<file path="config.mk">
export PLATFORM = sky130hd
export DESIGN_NAME = operand_stage
export DESIGN_NICKNAME = d
export VERILOG_FILES = /design/src/rtl/cpu_pkg.sv /design/src/rtl/register_file.sv /design/src/rtl/operand_stage.sv
export SDC_FILE = /design/constraint.sdc
export NUM_CORES = 2
export LEC_CHECK = 0
export CORE_MARGIN = 5
export CORE_UTILIZATION = 49
export DETAILED_ROUTE_END_ITERATION = 10
export PLACE_DENSITY_LB_ADDON = 0.2
export SETUP_SLACK_MARGIN = 0.1
export SYNTH_ARGS = -nofsm -noshare
export SYNTH_HDL_FRONTEND = slang
export SYNTH_SLANG_ARGS = --single-unit
</file>
<file path="constraint.sdc">
create_clock -name clk -period 6.8 [get_ports clk]
set_input_delay 1.36 -clock clk [delete_from_list [all_inputs] [get_ports clk]]
set_output_delay 1.36 -clock clk [all_outputs]
set_load 0.02 [all_outputs]
</file>
<file path="src/rtl/cpu_pkg.sv">
// rtl/cpu_pkg.sv - shared opcode, funct3 and stage-state definitions
package cpu_pkg;

  localparam logic [6:0] OPCODE_OP     = 7'b0110011;
  localparam logic [6:0] OPCODE_OP_IMM = 7'b0010011;
  localparam logic [6:0] FUNCT7_ALT    = 7'h20;

  typedef enum logic [2:0] {
    F3_ADD  = 3'd0,
    F3_SLL  = 3'd1,
    F3_SLT  = 3'd2,
    F3_SLTU = 3'd3,
    F3_XOR  = 3'd4,
    F3_SR   = 3'd5,
    F3_OR   = 3'd6,
    F3_AND  = 3'd7
  } funct3_e;

  typedef enum logic {
    ST_IDLE = 1'b0,
    ST_EXEC = 1'b1
  } stage_state_e;

  function automatic logic is_shift(input logic [2:0] funct3);
    return (funct3 == F3_SLL) || (funct3 == F3_SR);
  endfunction

endpackage

</file>
<file path="src/rtl/register_file.sv">
// rtl/register_file.sv - 2 sampled read ports, 1 write port, combinational debug port
module register_file #(
  parameter int XLEN  = 32,
  parameter int NREGS = 32,
  localparam int AW   = $clog2(NREGS)
) (
  input  logic            clk,
  input  logic            rst,
  input  logic            rd_en,
  input  logic [AW-1:0]   rs1_addr,
  input  logic [AW-1:0]   rs2_addr,
  output logic [XLEN-1:0] rs1_data,
  output logic [XLEN-1:0] rs2_data,
  input  logic            wr_en,
  input  logic [AW-1:0]   wr_addr,
  input  logic [XLEN-1:0] wr_data,
  input  logic [AW-1:0]   dbg_addr,
  output logic [XLEN-1:0] dbg_data
);

  logic [XLEN-1:0] regs [NREGS];

  always_ff @(posedge clk or negedge rst) begin
    if (!rst) begin
      for (int i = 0; i < NREGS; i++) regs[i] <= '0;
    end else if (wr_en && (wr_addr != '0)) begin
      regs[wr_addr] <= wr_data;
    end
  end

  // Read data is captured at the accept edge and held for the whole EXEC phase.
  always_ff @(posedge clk or negedge rst) begin
    if (!rst) begin
      rs1_data <= '0;
      rs2_data <= '0;
    end else if (rd_en) begin
      rs1_data <= (rs1_addr == '0) ? '0 : regs[rs1_addr];
      rs2_data <= (rs2_addr == '0) ? '0 : regs[rs2_addr];
    end
  end

  assign dbg_data = (dbg_addr == '0) ? '0 : regs[dbg_addr];

endmodule

</file>
<file path="src/rtl/operand_stage.sv">
// rtl/operand_stage.sv - OP/OP-IMM decode and operand fetch feeding the arithmetic unit
module operand_stage
  import cpu_pkg::*;
#(
  parameter int XLEN  = 32,
  parameter int NREGS = 32,
  localparam int AW   = $clog2(NREGS)
) (
  input  logic            clk,
  input  logic            rst,
  input  logic [31:0]     instr,
  input  logic            instr_valid,
  output logic            instr_ready,
  output logic [XLEN-1:0] lhs,
  output logic            lhs_valid,
  output logic [XLEN-1:0] rhs,
  output logic            rhs_valid,
  output logic [2:0]      operation,
  output logic            operation_valid,
  output logic [6:0]      metadata,
  output logic            metadata_valid,
  input  logic [XLEN-1:0] result,
  input  logic            arithmetic_code_valid,
  input  logic            result_valid,
  output logic            illegal,
  output logic [31:0]     retired,
  input  logic [AW-1:0]   dbg_addr,
  output logic [XLEN-1:0] dbg_data
);

  stage_state_e    state_q, state_d;
  logic            load, commit, illegal_d;
  logic            is_op, is_op_imm, legal;
  logic [6:0]      opcode;
  logic [2:0]      funct3;
  logic [XLEN-1:0] imm_d, imm_q;
  logic [6:0]      metadata_d, metadata_q;
  logic [2:0]      operation_q;
  logic [AW-1:0]   rd_q;
  logic            use_rs2_q;
  logic            illegal_q;
  logic [31:0]     retired_q;
  logic [XLEN-1:0] rs1_data, rs2_data;

  assign opcode    = instr[6:0];
  assign funct3    = instr[14:12];
  assign is_op     = (opcode == OPCODE_OP);
  assign is_op_imm = (opcode == OPCODE_OP_IMM);
  assign legal     = is_op || is_op_imm;

  always_ff @(posedge clk or negedge rst) begin
    if (!rst) state_q <= ST_IDLE;
    else      state_q <= state_d;
  end

  always_comb begin
    state_d     = state_q;
    instr_ready = 1'b0;
    load        = 1'b0;
    commit      = 1'b0;
    illegal_d   = 1'b0;
    case (state_q)
      ST_IDLE: begin
        instr_ready = 1'b1;
        if (instr_valid) begin
          load      = legal;
          illegal_d = !legal;
          if (legal) state_d = ST_EXEC;
        end
      end
      ST_EXEC: begin
        if (!arithmetic_code_valid) begin
          illegal_d = 1'b1;
          state_d   = ST_IDLE;
        end else if (result_valid) begin
          commit  = 1'b1;
          state_d = ST_IDLE;
        end
      end
      default: state_d = ST_IDLE;
    endcase
  end

  // Non-shift immediates zero funct7 so ADDI with imm[11:5]=0x20 is not seen as SUB.
  always_comb begin
    imm_d      = {{(XLEN-12){instr[31]}}, instr[31:20]};
    metadata_d = instr[31:25];
    if (is_op_imm) begin
      if (is_shift(funct3)) imm_d = {{(XLEN-5){1'b0}}, instr[24:20]};
      else                  metadata_d = '0;
    end
  end

  always_ff @(posedge clk or negedge rst) begin
    if (!rst) begin
      imm_q       <= '0;
      metadata_q  <= '0;
      operation_q <= '0;
      rd_q        <= '0;
      use_rs2_q   <= 1'b0;
      illegal_q   <= 1'b0;
      retired_q   <= '0;
    end else begin
      illegal_q <= illegal_d;
      if (commit) retired_q <= retired_q + 32'd1;
      if (load) begin
        imm_q       <= imm_d;
        metadata_q  <= metadata_d;
        operation_q <= funct3;
        rd_q        <= AW'(instr[11:7]);
        use_rs2_q   <= is_op;
      end
    end
  end

  register_file #(.XLEN(XLEN), .NREGS(NREGS)) u_register_file (
    .clk      (clk),
    .rst      (rst),
    .rd_en    (load),
    .rs1_addr (AW'(instr[19:15])),
    .rs2_addr (AW'(instr[24:20])),
    .rs1_data (rs1_data),
    .rs2_data (rs2_data),
    .wr_en    (commit),
    .wr_addr  (rd_q),
    .wr_data  (result),
    .dbg_addr (dbg_addr),
    .dbg_data (dbg_data)
  );

  assign lhs             = rs1_data;
  assign rhs             = use_rs2_q ? rs2_data : imm_q;
  assign operation       = operation_q;
  assign metadata        = metadata_q;
  assign lhs_valid       = (state_q == ST_EXEC);
  assign rhs_valid       = (state_q == ST_EXEC);
  assign operation_valid = (state_q == ST_EXEC);
  assign metadata_valid  = (state_q == ST_EXEC);
  assign illegal         = illegal_q;
  assign retired         = retired_q;

endmodule

</file>
==> Word level (Yosys, flattened, before mapping) <==
Index checks and enable logic that the tools add are counted.
{ "classes": {"muxes": 34, "n_shift": 0, "n_lt_le_gt_ge": 5, "eq_ne": 4, "bitwise": 5, "addsub": 1, "n_reduce_logical": 9, "mul": 0, "div": 0} }
{ "op_table": {"columns": ["op", "n"], "rows": [
  ["$bwmux 1024", 1],
  ["$bmux 32 s5", 3],
  ["$mux 32", 13],
  ["$demux 32 s5", 1],
  ["$add 32x1->32 const B", 1],
  ["$ge 6x6->1 const B", 4],
  ["$not 5->6", 4],
  ["$logic_not 5->1", 3],
  ["$mux 7", 2],
  ["$mux 1", 12],
  ["$eq 7x5->1 const B", 1],
  ["$eq 7x6->1 const B", 1],
  ["$lt 6x1->1 const B", 1],
  ["$reduce_bool 5->1", 1],
  ["$pmux 1 s2", 2],
  ["$eq 3x1->1 const B", 1],
  ["$eq 3x3->1 const B", 1],
  ["$logic_and 1x1->1", 2],
  ["$logic_or 1x1->1", 2],
  ["$logic_not 1->1", 1],
  ["$not 1->1", 1]
]} }
{ "totals": {"word_cells": 100, "out_inout_bits": 144, "mem_bits_ro": 0, "latchBits": 0, "reg_bits": 1170, "inputBits": 74, "n_memories": 0, "mem_bits_rw": 0} }

==> Depth between registers and ports, before layout <==
{ "logic_depth": {"word_depth": 6, "mapped_depth": 10, "depth_no_buf": 6} }

==> Cells and area by module <==
Synthesis repeated with hierarchy kept, for this count alone.
{ "hier_totals": {"cells_unflattened": 4807, "area_unflattened_um2": 68385.6} }
{ "modules_own_cells": {"columns": ["mod", "cells_each", "area_each_um2", "seq_area_each_um2", "n_inst"], "rows": [
  ["register_file", 4487, 65419.0, 27226.1, 1],
  ["operand_stage", 320, 2966.6, 1551.5, 1]
]} }

==> Worst setup path before layout <==
OpenSTA, ideal clock, no wires.
{ "synth_timing": {"path_kind": "input -> output", "from": "input port dbg_addr[1]", "to": "output port dbg_data[15]", "t_required_ns": 5.440, "path_buffers": 3, "path_stages": 7, "slack_ns": 2.353, "arrival_time_ns": 3.087, "path_cell_list": "buf_2 -> clkbuf_1 -> buf_1 -> mux4_2 -> mux4_2 -> nand2_1 -> o21ai_1"} }
{ "synth_between": {"elab_chain_cells": 5, "elab_cells_between_ends": 6, "cone_classes": "mux (4); bitwise (1); reduce/logical (1)"} }
{ "synth_lines": {"columns": ["item", "line_no", "source"], "rows": [
  ["start, declared", "operand_stage.sv:27", "input logic [AW-1:0] dbg_addr,"],
  ["$not 5->6 (implied by the code)", "register_file.sv:42", "assign dbg_data = (dbg_addr == '0) ? '0 : regs[dbg_addr];"],
  ["$bmux 32 s5", "register_file.sv:42", null],
  ["$mux 32 (implied by the code) (2 in a row)", "register_file.sv:42", null],
  ["$mux 32 (*)", "register_file.sv:42", null],
  ["end, declared", "operand_stage.sv:28", "output logic [XLEN-1:0] dbg_data"]
]} }
Mark *: on every way between the ends. The rest lies on a longest branch, timed or not. The select of a mux whose other input is x is not followed.

==> Worst setup path after layout <==
{ "layout_timing": {"from": "input port dbg_addr[1]", "to": "output port dbg_data[3]"} }
Same word-level chain as after synthesis.

==> flow_results.org <==
** CTS
- The H-tree was split into 4 levels.
- Clock buffers created by TritonCTS :: 132
- Counting every sink on the clock net gives 1,150.
- Quantity of hold-fixing buffers added after cts :: 0
- Clock-pin slew was measured on the worst setup and hold paths at 0.06 ns.
- The clock passes through at most 3 buffers.
- Clock tree from TritonCTS :: built
- Setup repair bufs after CTS :: 0
- Clk_lat worst skew :: 0.79 ns
- The cell sitting at the root of the clock tree is a sky130_fd_sc_hd__clkbuf_16.
- The number of gates resized after CTS was 0.

** Floorplanning
- The die is 382.7 µm wide.
- The region available for standard cell placement spans 137,800 µm².
- Die Span Y :: 382.7 µm
- Number of top-level pins :: 218
- Initial Utilization :: 49.39%
- The floorplan has 136 rows.
- The die covers 146,500 µm².

** Cells and area
- Leading cell types in the layout, fill and taps excluded :: 1,149 x sky130_fd_sc_hd__dfrtp_1, 1,028 x sky130_fd_sc_hd__mux2_2, 640 x sky130_fd_sc_hd__mux4_2
- Summing all multi-input logic gate instances after layout gives 36,830 µm².
- Number of fillers in the final layout :: 11,167
- Relative to the synthesized area, the layout overhead comes to 11.68%.
- Commonest non-fill, non-tap cell in the layout :: sky130_fd_sc_hd__dfrtp_1
- The sequential cells in the finished layout cover a total of 28,780 µm².
- Fraction of layout cells with a size suffix above 1 :: 43.21%
- In the final design database the tool counted 4,873 nets.

** STA
- In the finished design, the share of the clock period the worst path needs comes to 82.02%.
- Between clock sinks in the finished design, the worst skew comes to 0.03371 ns.
- Measured against its own limit, the worst slew margin works out to 13.54%.
- Adding up every negative setup slack in the final design gives 0 ns.
- Final Hold Fails :: 0
- Worst hold slack :: 0.4298 ns
- The total count of max-transition violations in the final report is 0.
- Peak clock frequency supported by timing :: 0.1793 GHz
- Setup repair after global routing missed its margin :: false
- At the pin with the least slew margin, the transition time is 1.293 ns.
- Final min period :: 5.578 ns
- Setup ws final :: 1.222 ns
- Setup violations remaining at the end of the flow were counted as 0.

** Global route
- Most heavily used metal layer in global routing :: met2
- The total overflow left after global routing is 0.
- Global routing consumed, on the met1 layer, 48.28% of the routing resources.
- Met2 routing resource usage after global routing :: 50.52%
- Global router's overall resource usage :: 34.92%
- Vias in the first global route :: 48,358
- Met3 capacity usage during global routing :: 11.43%
- Entering global routing, the biggest net connects 164 pins.
- Initial antenna violation count :: 16
- The first global-routing pass estimated 368,400 µm of wire.

** Synthesis
- Synth warnings :: 0
- The most used flip-flop cell after synthesis is sky130_fd_sc_hd__dfrtp_1.
- Counting every instance in the synthesized netlist gives 4,870.
- Each instance of the synthesized netlist takes up on average 13.98 µm².
- Number of synthesized register bits :: 1,150
- Number of unique standard cell types used by synthesis :: 54
- The number of nets handed over by synthesis was 4,945.
- Post-synthesis cell area :: 68,080 µm²
- Number of synthesized flops with an enable pin :: 0
- Seq/Total Area, Yosys :: 42.27%
- For this run, asynchronously set or reset flops after synthesis account for 100.0%.

** Route
- Final routed DRC violation total :: 0
- Routed via count divided by cell count :: 7.284
- Routed WL per cell :: 38.30 µm
- Number of iterations in the first detailed-routing pass :: 5
- In this run, the number of DRC markers left after iteration 0 of detailed routing was 6,517.
- For this block, the routed nets add up to 256,800 µm of wire.
- The routed layout has 48,842 vias.
- Post-route antenna net violation count :: 0

** Critical path
- On the worst path, the slowest cell contributes a delay of 0.73 ns.
- The setup path with the least slack is of type input port to output port.
- Data on the critical path is required at its endpoint by 5.44 ns.
- Cell type with the highest occurrence count on the critical path :: sky130_fd_sc_hd__mux4_2
- Origin of the worst setup path :: dbg_addr[1]
- Of all nets on the critical path, the largest fanout is 73.
- Cell with the biggest individual delay on the critical path :: sky130_fd_sc_hd__clkdlybuf4s50_1
- Reg-to-reg critical path startpoint :: lhs_valid
- The worst setup path is launched from an input port.
- STA classifies the critical path endpoint as an output port.
- Arrival time of the worst setup path :: 4.22 ns
- Walking the worst path, the cells encountered are buf_8 -> buf_4 -> mux4_2 -> mux4_2 -> inv_1 -> o21ai_1 -> clkdlybuf4s50_1.

** Status
- The run finished with clean final reports.

** Placement
- Port Buf Inserts :: 217
- Prior to clock tree synthesis, the placed netlist has a worst setup slack of 1.265 ns.
- Detailed placement ended at an HPWL of 145,900 µm.
- Global placer's final weighted congestion :: 0.8704

** Pwr
- For this design the ratio of total power to cell area is 212.5 nW/µm².
- The worst-case IR drop observed on VDD is 0.2302 mV.
- Pwr Total :: 0.01615 W
- Leak Pwr :: 34.17 nW

** Worst hold path
- Launch instance of the worst min-delay path :: u_register_file.regs[1023]
- The path class of the tightest hold or removal check is flip-flop to flip-flop.

** Flow run
- Max-capacitance violation count :: 0
==> per-layer routing <==
metal  routed length, µm  share of wire (%)
met1               99890                 39
met2              112100                 44
met3               32050                 12
met4               12770                5.0
met5                  11             0.0043
==> registers in the layout, indices dropped and copies added, names as in the netlist <==
name / cells
u_register_file.regs: 1024
retired: 32
u_register_file.rs1_data: 32
u_register_file.rs2_data: 32
imm_q: 12
metadata: 7
rd_q: 5
operation: 3
illegal: 1
lhs_valid: 1
use_rs2_q: 1
==> stage by stage <==
| stage | utilization [%] | cell area, µm² | instances |
|---|---|---|---|
| after floorplan | - | 68080 | 4870 |
| after global placement | 51.89 | 71520 | 6458 |
| after detailed placement | 51.89 | 71520 | 6458 |
| after CTS | 55.14 | 76000 | 6693 |
| after global routing | 55.14 | 76000 | 6695 |
| final | 55.16 | 76030 | 6705 |
==> cells by family (layout without fill, tap and decap cells) <==
| family | count (synthesis) | in the layout | synth area share (%) |
|---|---|---|---|
| other | 0 | 12 | 0 |
| muxes | 2068 | 2068 | 44.09 |
| DFF | 1150 | 1150 | 42.27 |
| and+or+nand+nor | 499 | 499 | 3.303 |
| AOI/OAI and AO/OA | 529 | 529 | 5.760 |
| buffers and inverters | 592 | 621 | 4.161 |
| xor gates and xnor gates | 31 | 31 | 0.3988 |
| adders and majority gates | 1 | 1 | 0.01838 |
==> Yosys cell counts, drive strengths merged (55+ instances only) <==
| master | n | share of area [%] |
|---|---|---|
| a21oi | 115 | 0.85 |
| a221oi | 78 | 1.1 |
| a22oi | 121 | 1.3 |
| buf | 280 | 2.4 |
| clkbuf | 272 | 1.5 |
| dfrtp | 1150 | 42 |
| mux2 | 1042 | 17 |
| mux2i | 386 | 5.7 |
| mux4 | 640 | 21 |
| nand2 | 291 | 1.6 |
| nor2 | 55 | 0.30 |
| o21ai | 66 | 0.49 |
==> critical path, delay by kind of cell <==
family / cells / cell delay [ns]
multiplexers: 2 / 0.50
AO/OA/AOI/OAI: 1 / 0.54
buffers and inverters: 4 / 1.74
==> cell type report <==
| cell class | count | area share [%] |
|---|---|---|
| multi-input combinational | 3128 | 48.44 |
| sequential | 1150 | 37.85 |
| clock buffer | 190 | 5.115 |
| timing repair buffer | 346 | 4.623 |
| tap | 1794 | 2.952 |
| clock inverter | 45 | 0.7719 |
| inverter | 40 | 0.2008 |
| antenna | 12 | 0.03950 |
==> where the power goes <==
group	internal [W]	total, W	switching, W	leakage (nW)
sequential	0.00692	0.00705	0.000135	16.0
clock	0.00438	0.00744	0.00306	2.18
combinational	0.000552	0.00166	0.00111	16.0
==> worst paths after layout <==
check / to / cells past startpoint / slack, ns
max: dbg_data[3] / 7 / 1.22
min: u_register_file.regs[1023] / 0 / 0.43
max reg2reg: u_register_file.regs[167] / 6 / 3.16
min reg2reg: u_register_file.regs[1023] / 0 / 0.43
max in group asynchronous: u_register_file.regs[711] / 2 / 4.53
min in group asynchronous: u_register_file.regs[534] / 1 / 0.61
(Power assumes the default switching activity.)
